`src/rtl/mux_nto1_scan_if.sv`:
```
// Bus bundle for mux_nto1_scan: packed input channels, select/mode/enable
// controls, and the registered selection results.
interface mux_nto1_scan_if #(
  parameter int unsigned WIDTH = 4,
  parameter int unsigned N     = 4,
  parameter int unsigned SEL_W = $clog2(N)
);
  logic [N*WIDTH-1:0] in_bus;
  logic [SEL_W-1:0]   sel;
  logic               mode;
  logic               en;
  logic [WIDTH-1:0]   out;
  logic               out_valid;
  logic [SEL_W-1:0]   cur_sel;
  logic               wrap;
  logic               sel_err;

  modport master (
    output in_bus, sel, mode, en,
    input  out, out_valid, cur_sel, wrap, sel_err
  );

  modport slave (
    input  in_bus, sel, mode, en,
    output out, out_valid, cur_sel, wrap, sel_err
  );
endinterface

```
`src/rtl/mux_nto1_scan.sv`:
```
// N-to-1 registered mux with a manual-select mode and a dwell-timed
// round-robin scan mode; all outputs come straight from flops.
module mux_nto1_scan #(
  parameter int unsigned WIDTH = 4,
  parameter int unsigned N     = 4,
  parameter int unsigned DWELL = 2,
  parameter int unsigned SEL_W = $clog2(N)
) (
  input logic           clk,
  input logic           rst,
  mux_nto1_scan_if.slave bus
);

  localparam int unsigned    CNT_W    = (DWELL > 1) ? $clog2(DWELL) : 1;
  localparam logic [SEL_W-1:0] LAST_SEL = SEL_W'(N - 1);
  localparam logic [CNT_W-1:0] LAST_CNT = CNT_W'(DWELL - 1);

  typedef enum logic {
    MANUAL = 1'b0,
    SCAN   = 1'b1
  } state_t;

  state_t           state_q, state_d;
  logic [WIDTH-1:0] out_q, out_d;
  logic             valid_q, valid_d;
  logic [SEL_W-1:0] cur_q, cur_d;
  logic [CNT_W-1:0] cnt_q, cnt_d;
  logic [CNT_W-1:0] cnt_base;
  logic             wrap_q, wrap_d;
  logic             err_q, err_d;
  logic             sel_ok;
  logic [WIDTH-1:0] chan [N];

  // Unpack the flat input bus into addressable channels
  always_comb begin
    for (int unsigned k = 0; k < N; k++) begin
      chan[k] = bus.in_bus[k*WIDTH +: WIDTH];
    end
  end

  assign sel_ok = (32'(bus.sel) < N);

  // Next-state and next-output decisions
  always_comb begin
    state_d  = state_q;
    out_d    = out_q;
    valid_d  = valid_q;
    cur_d    = cur_q;
    cnt_d    = cnt_q;
    wrap_d   = 1'b0;
    err_d    = err_q;
    cnt_base = (state_q == SCAN) ? cnt_q : '0;

    if (bus.en) begin
      valid_d = 1'b1;
      state_d = bus.mode ? SCAN : MANUAL;
      cnt_d   = '0;
      err_d   = 1'b0;
      if (!bus.mode) begin
        if (sel_ok) begin
          out_d = chan[bus.sel];
          cur_d = bus.sel;
        end else begin
          out_d = '0;
          err_d = 1'b1;
        end
      end else begin
        out_d = chan[cur_q];
        // Dwell expired: step to the next channel, folding N-1 back to 0
        if (cnt_base == LAST_CNT) begin
          cur_d  = (cur_q == LAST_SEL) ? '0 : cur_q + SEL_W'(1);
          wrap_d = (cur_q == LAST_SEL);
        end else begin
          cnt_d = cnt_base + CNT_W'(1);
        end
      end
    end
  end

  always_ff @(posedge clk) begin
    if (rst) begin
      state_q <= MANUAL;
      out_q   <= '0;
      valid_q <= 1'b0;
      cur_q   <= '0;
      cnt_q   <= '0;
      wrap_q  <= 1'b0;
      err_q   <= 1'b0;
    end else begin
      state_q <= state_d;
      out_q   <= out_d;
      valid_q <= valid_d;
      cur_q   <= cur_d;
      cnt_q   <= cnt_d;
      wrap_q  <= wrap_d;
      err_q   <= err_d;
    end
  end

  assign bus.out       = out_q;
  assign bus.out_valid = valid_q;
  assign bus.cur_sel   = cur_q;
  assign bus.wrap      = wrap_q;
  assign bus.sel_err   = err_q;

endmodule

```
`src/flat_wrapper.sv`:
```
// flat-port wrapper written by rule: the top's interface ports become plain ports
module mux_nto1_scan_flat 
#(
  parameter int unsigned WIDTH = 4,
  parameter int unsigned N     = 4,
  parameter int unsigned DWELL = 2,
  parameter int unsigned SEL_W = $clog2(N)
)
  (clk, rst, bus_in_bus, bus_sel, bus_mode, bus_en, bus_out, bus_out_valid, bus_cur_sel, bus_wrap, bus_sel_err);
  mux_nto1_scan_if #(.WIDTH(WIDTH), .N(N), .SEL_W(SEL_W)) bus_i ();
  input logic clk;
  input logic rst;
  input wire logic [$bits(bus_i.in_bus)-1:0] bus_in_bus;
  input wire logic [$bits(bus_i.sel)-1:0] bus_sel;
  input wire logic [$bits(bus_i.mode)-1:0] bus_mode;
  input wire logic [$bits(bus_i.en)-1:0] bus_en;
  output wire logic [$bits(bus_i.out)-1:0] bus_out;
  output wire logic [$bits(bus_i.out_valid)-1:0] bus_out_valid;
  output wire logic [$bits(bus_i.cur_sel)-1:0] bus_cur_sel;
  output wire logic [$bits(bus_i.wrap)-1:0] bus_wrap;
  output wire logic [$bits(bus_i.sel_err)-1:0] bus_sel_err;
  assign bus_i.in_bus = bus_in_bus;
  assign bus_i.sel = bus_sel;
  assign bus_i.mode = bus_mode;
  assign bus_i.en = bus_en;
  assign bus_out = bus_i.out;
  assign bus_out_valid = bus_i.out_valid;
  assign bus_cur_sel = bus_i.cur_sel;
  assign bus_wrap = bus_i.wrap;
  assign bus_sel_err = bus_i.sel_err;
  mux_nto1_scan #(.WIDTH(WIDTH), .N(N), .DWELL(DWELL), .SEL_W(SEL_W)) u_core (.clk(clk), .rst(rst), .bus(bus_i));
endmodule
```
`config.mk`:
```
export PLATFORM = sky130hd
export DESIGN_NAME = mux_nto1_scan_flat
export DESIGN_NICKNAME = d
export VERILOG_FILES = /design/src/rtl/mux_nto1_scan_if.sv /design/src/rtl/mux_nto1_scan.sv /design/src/flat_wrapper.sv
export SDC_FILE = /design/constraint.sdc
export NUM_CORES = 1
export LEC_CHECK = 0
export CORE_UTILIZATION = 35
export CTS_CLUSTER_DIAMETER = 60
export DETAILED_ROUTE_END_ITERATION = 6
export GPL_TIMING_DRIVEN = 0
export PLACE_DENSITY = 0.76
export REMOVE_ABC_BUFFERS = 1
export SLEW_MARGIN = 20
export SYNTH_ARGS = -nofsm -noshare
export SYNTH_HDL_FRONTEND = slang
export SYNTH_SLANG_ARGS = --single-unit
```
`constraint.sdc`:
```
create_clock -name clk -period 2.47 [get_ports clk]
set_input_delay 0.247 -clock clk [delete_from_list [all_inputs] [get_ports clk]]
set_output_delay 0.247 -clock clk [all_outputs]
set_load 0.05 [all_outputs]
```
* Word-level counts from Yosys, hierarchy flattened *
Index checks and enable logic that the tools add are counted.

cells by class
  muxes and demuxes = 14
  $lt $le $gt $ge = 2
  reduce and logical (&&, ||, !) cells = 2
  bitwise logic cells = 5
  $add $sub $neg = 2
  equality and inequality tests = 2

operator list
  operator                                       count
  2-to-1 mux 4 bit                               5
  binary-select mux 4 bit (select 2 bit)         2
  >= comparator 3 bit, second input constant     2
  2-to-1 mux 2 bit                               3
  inverter 2 -> 3 bit                            2
  2-to-1 mux 1 bit                               4
  OR reduction 4 bit                             1
  inverter 1 bit                                 3
  adder 2 x 1 -> 2 bit, second input constant    1
  == test 2 bit, second input constant           1
  != test 2 x 1 -> 1 bit, second input constant  1
  AND reduction 2 bit                            1
  adder 1 bit, second input constant             1

word-level totals
  output and inout bits = 9
  bits of input ports = 22
  word-level logic and storage cells = 33
  bits in registers = 10

* Longest topological paths before layout *
  word-level depth = 5
  mapped depth = 4
  depth with buffers taken out = 4

* Least setup slack after synthesis *
OpenSTA, ideal clock, no wires.

  path kind = reg2reg
  start = register u_core.cur_q[0], in the netlist u_core.bus.cur_sel[0]
  end = register u_core.out_q[0], in the netlist u_core.bus.out[0]
  stages on the path, launching flop included = 5
  buffers on the path = 1
  path slack = 0.767 ns
  arrival time = 1.572 ns
  library setup time = 0.131 ns
  cell sequence = dfxtp_1 -> buf_4 -> mux4_2 -> o22ai_1 -> nor3_1

on the way
  word-level cells in the longest chain between the ends = 5

ends and longest elaborated chain
  element                                               line                 source
  start: declaration                                    mux_nto1_scan.sv:26  logic [SEL_W-1:0] cur_q, cur_d;
  start signal: assignment                              mux_nto1_scan.sv:93  cur_q <= cur_d;
  inverter 2 -> 3 bit (implied by the code)             mux_nto1_scan.sv:68  out_d = chan[cur_q];
  binary-select mux 4 bit (select 2 bit)                mux_nto1_scan.sv:68
  2-to-1 mux 4 bit (implied by the code) (2 in series)  mux_nto1_scan.sv:68
  2-to-1 mux 4 bit                                      mux_nto1_scan.sv:59  if (!bus.mode) begin
  end signal: assignment                                mux_nto1_scan.sv:91  out_q <= out_d;
  end: declaration                                      mux_nto1_scan.sv:24  logic [WIDTH-1:0] out_q, out_d;

Every way passes these cells. The select of a mux whose other input is x is not followed.
A chain may end at the register's enable or synchronous reset.

* Final worst setup path *
  start = register u_core.cur_q[0], in the netlist u_core.bus.cur_sel[0]
  end = output port bus_cur_sel[0]

RTL lines
  element           line                source
  end: declaration  flat_wrapper.sv:19  output wire logic [$bits(bus_i.cur_sel)-1:0] bus_cur_sel;

No word-level cell between the ends.

==> impl_results.rst <==
.. list-table::
   :header-rows: 1

   * - Metric
     - Value
   * - Status
     - complete, but fails checks
   * - Violated checks
     - DRC
   * - Critical-path cell with the highest stage delay
     - clkdlybuf4s50_1
   * - Clock sink count
     - 10
   * - Total clock buffers created by CTS
     - 3
   * - # fillers
     - between 100 and 150
   * - Global-route wire length before repair
     - roughly 2.2 mm
   * - Endpoint of the worst hold-timing path
     - u_core.bus.out_valid
   * - Die height
     - 43.9 um
   * - Quantity of gates resized following cts
     - 0
   * - Routed vias/inst
     - 5.80
   * - Number of antenna cells inserted
     - 0
   * - Maximum level of the CTS H-tree
     - 1
   * - Multi-input combinational cell area
     - 382 sq um
   * - Later-pin clock latency in the skew report
     - 260 ps
   * - Startpoint of the tightest hold check path
     - u_core.bus.out_valid
   * - GRT Util Overall
     - roughly 15%
   * - Effective utilization at floorplan
     - between 30% and 40%
   * - Sequential fraction of the synthesis area
     - 32.5%
   * - Number of remaining DRC errors
     - 2
   * - RR Endpoint
     - u_core.bus.out[0]
   * - Floorplan die area
     - between 1500 and 2000 sq um
   * - Via count of the first global-routing pass
     - 515
   * - Number of nets at the end of the flow
     - 107
   * - Minimum clock period after layout
     - 1950 ps
   * - Share of cells above drive strength 1
     - 12.0%
   * - Count of routing violations after the opening detailed-route iteration
     - 24
   * - Max-cap check violation count
     - 0
   * - Post-Synth Simple-Gate Area
     - 12.8%
   * - Largest voltage drop on the vdd net
     - 0.000212 V
   * - Cell Rows
     - 14
   * - Depth of the worst register-to-register path
     - 3
   * - Largest delay contributor family on the critical path
     - buffers and inverters
   * - HPWL reported at the end of detailed placement
     - 1.01 mm
   * - Critical path type
     - reg2out
   * - Count of yosys warnings during synthesis
     - 0
   * - Type of element launching the critical path
     - flip-flop
   * - Launching point of the worst reg2reg path
     - u_core.bus.cur_sel[0]
   * - Via total after detailed routing
     - 574
   * - Setup TNS after final layout
     - 0 ps
   * - Achievable frequency
     - around 0.5 GHz
   * - Fin Clk Skew
     - 3.57 ps
   * - Post-layout power
     - 0.000478 W
   * - P per Cell Area
     - 514 nW/um^2
   * - Series of cell instances along the critical path
     - clkdlybuf4s50_1
   * - Root buf cell
     - clkbuf_4
   * - Final global-route overflow total
     - 0
   * - Largest stage delay, worst path
     - approximately 880 ps
   * - Boundary pin count
     - 31
   * - Maximum clock insertion buffer count
     - 2
   * - Most used cells in the layout excluding fill and tap cells
     - clkdlybuf4s50_1 (29), dfxtp_1 (10), nor2_1 (9)
   * - Clock tree from TritonCTS
     - built
   * - Antenna violations before repair
     - 0
   * - Maximum fanout along the worst path
     - 8
   * - Post-synthesis cell area
     - 616 sq um
   * - Horiz. Die Dim
     - 43.9 um
   * - Post-CTS setup-driven buffer insertion count
     - 0
   * - Hold Path Stages
     - 2
   * - Total detailed-routing wirelength
     - 1.27 mm
   * - Adder-cell share of the synthesized area
     - 2.03%
   * - Number of slew-limit violations in the final report
     - 0
   * - Path class of the lowest-slack min-delay path
     - reg2reg
   * - Number of buffers inserted for hold repair after clock tree synthesis
     - 0
   * - Cell count after synthesis
     - 55
   * - Area used by sequential logic in the layout
     - 200 sq um
   * - Slack of the worst reg-to-reg path
     - a little under 1000 ps
   * - Worst Path Required
     - 2220 ps
   * - Post-synthesis xor/xnor area fraction
     - 0%
   * - Tcrit/Tclk final
     - 78.8%
   * - Portion of netlist area occupied by mux cells
     - 34.3%
   * - Worst path bufs/invs
     - 1
   * - Compound-gate portion of the synthesized area
     - 12.2%
   * - Endpoints failing setup
     - 0
   * - Avg Synthesized Cell Area
     - 11.2 sq um
   * - Critical Path AT
     - 1700 ps
   * - GPL Wtd Cong
     - 0.684
   * - Number of unique standard cell types used by synthesis
     - 19
   * - Pin count of the biggest net entering global routing
     - 15
   * - DRT Pass-1 Iters
     - 7
   * - Most common library cell in the layout ignoring fill and taps
     - clkdlybuf4s50_1
   * - Main combinational cell family by area after synthesis
     - multiplexers
   * - Growth of design area from synthesis to finish
     - 50.8%
   * - Fraction of the core area covered by cells at the end of the flow
     - 58.9%
   * - Reg clk slew, reported paths
     - roughly 70 ps
   * - Core Box Area
     - between 1500 and 2000 sq um
   * - Kind of end point of the critical path
     - primary output
   * - Residual antenna-violating net count after detailed routing
     - 0
   * - Register bit total from synthesis
     - 10
   * - Leakage component of the power
     - 0.344 nW
   * - RSZ-0062 raised after global routing
     - no
   * - Per-cell routed wire length
     - approximately 13 um
   * - Hold violation total from the final report
     - 0
   * - Number of buffers inserted by port buffering
     - 29
[sequential cells by signal, summed over array words and instances, names as in the netlist]
signal                count
u_core.state_q            1
u_core.bus.cur_sel        2
u_core.cnt_q              1
u_core.bus.out_valid      1
u_core.bus.wrap           1
u_core.bus.out            4
[how the worst max path moves through the flow]
stage / from / to / cells after the start
finish: u_core.bus.cur_sel[0] / bus_cur_sel[0] / 1
global route: u_core.bus.cur_sel[0] / bus_cur_sel[0] / 1
CTS: u_core.bus.cur_sel[0] / bus_cur_sel[0] / 1
detailed placement: bus_sel[0] / u_core.bus.out[1] / 4
global placement: bus_sel[0] / u_core.bus.out[0] / 4
floorplan: u_core.bus.cur_sel[0] / u_core.bus.out[0] / 3
[routing by layer]
metal,vias to the layer above,track usage (%),wire (um),part of all wire (%)
met2,29,25.4,613,48
met5,-,0,0,0
met4,0,5.45,4,0.31
met1,271,19.0,555,44
met3,2,2.92,97,7.6
li1,272,-,-,-
[cell type report]
type / instances / area share (%)
Tap cell: 16 / 2.16
Multi-Input combinational cell: 40 / 41.1
Timing Repair Buffer: 29 / 31.3
Sequential cell: 10 / 21.6
Clock buffer: 4 / 3.91
[synth_stat cells, drive strengths merged]
cell / count / area (sq um)
buf: 3 / 26.3
conb: 1 / 3.75
nor3: 4 / 20.0
ha: 1 / 12.5
nor2: 9 / 33.8
o22ai: 4 / 25.0
nand2b: 2 / 12.5
a311oi: 2 / 17.5
mux4: 8 / 191
a21oi: 3 / 15.0
nand2: 1 / 3.75
clkbuf: 2 / 7.51
dfxtp: 10 / 200
mux2i: 2 / 20.0
a211oi: 1 / 7.51
nand4b: 1 / 8.76
a21bo: 1 / 10.0
[logic make-up (layout without fill, tap and decap cells)]
family | after synthesis | in the layout
AOI/OAI and AO/OA | 11 | 11
adders and majority gates | 1 | 1
buffers and inverters | 5 | 33
DFF | 10 | 10
muxes | 10 | 10
other | 1 | 1
and+or+nand+nor | 17 | 17
[report_power, final]
part | internal, W | switching, W
logic | 0.0000792 | 0.0000704
clock network | 0.0000894 | 0.0000550
registers | 0.000173 | 0.0000109
total | 0.000341 | 0.000136
[through the flow]
step           hold slack (ps)  std cells  setup WS [ps]  area, sq um
2_1_floorplan              316         50            779          582
3_3_place_gp               446         95            633          892
3_5_place_dp               457         95            627          892
4_1_cts                    475         99            493          928
5_1_grt                    498         99            448          928
6_report                   471         99            524          928
Note: power is estimated with default switching activity, not from simulation.
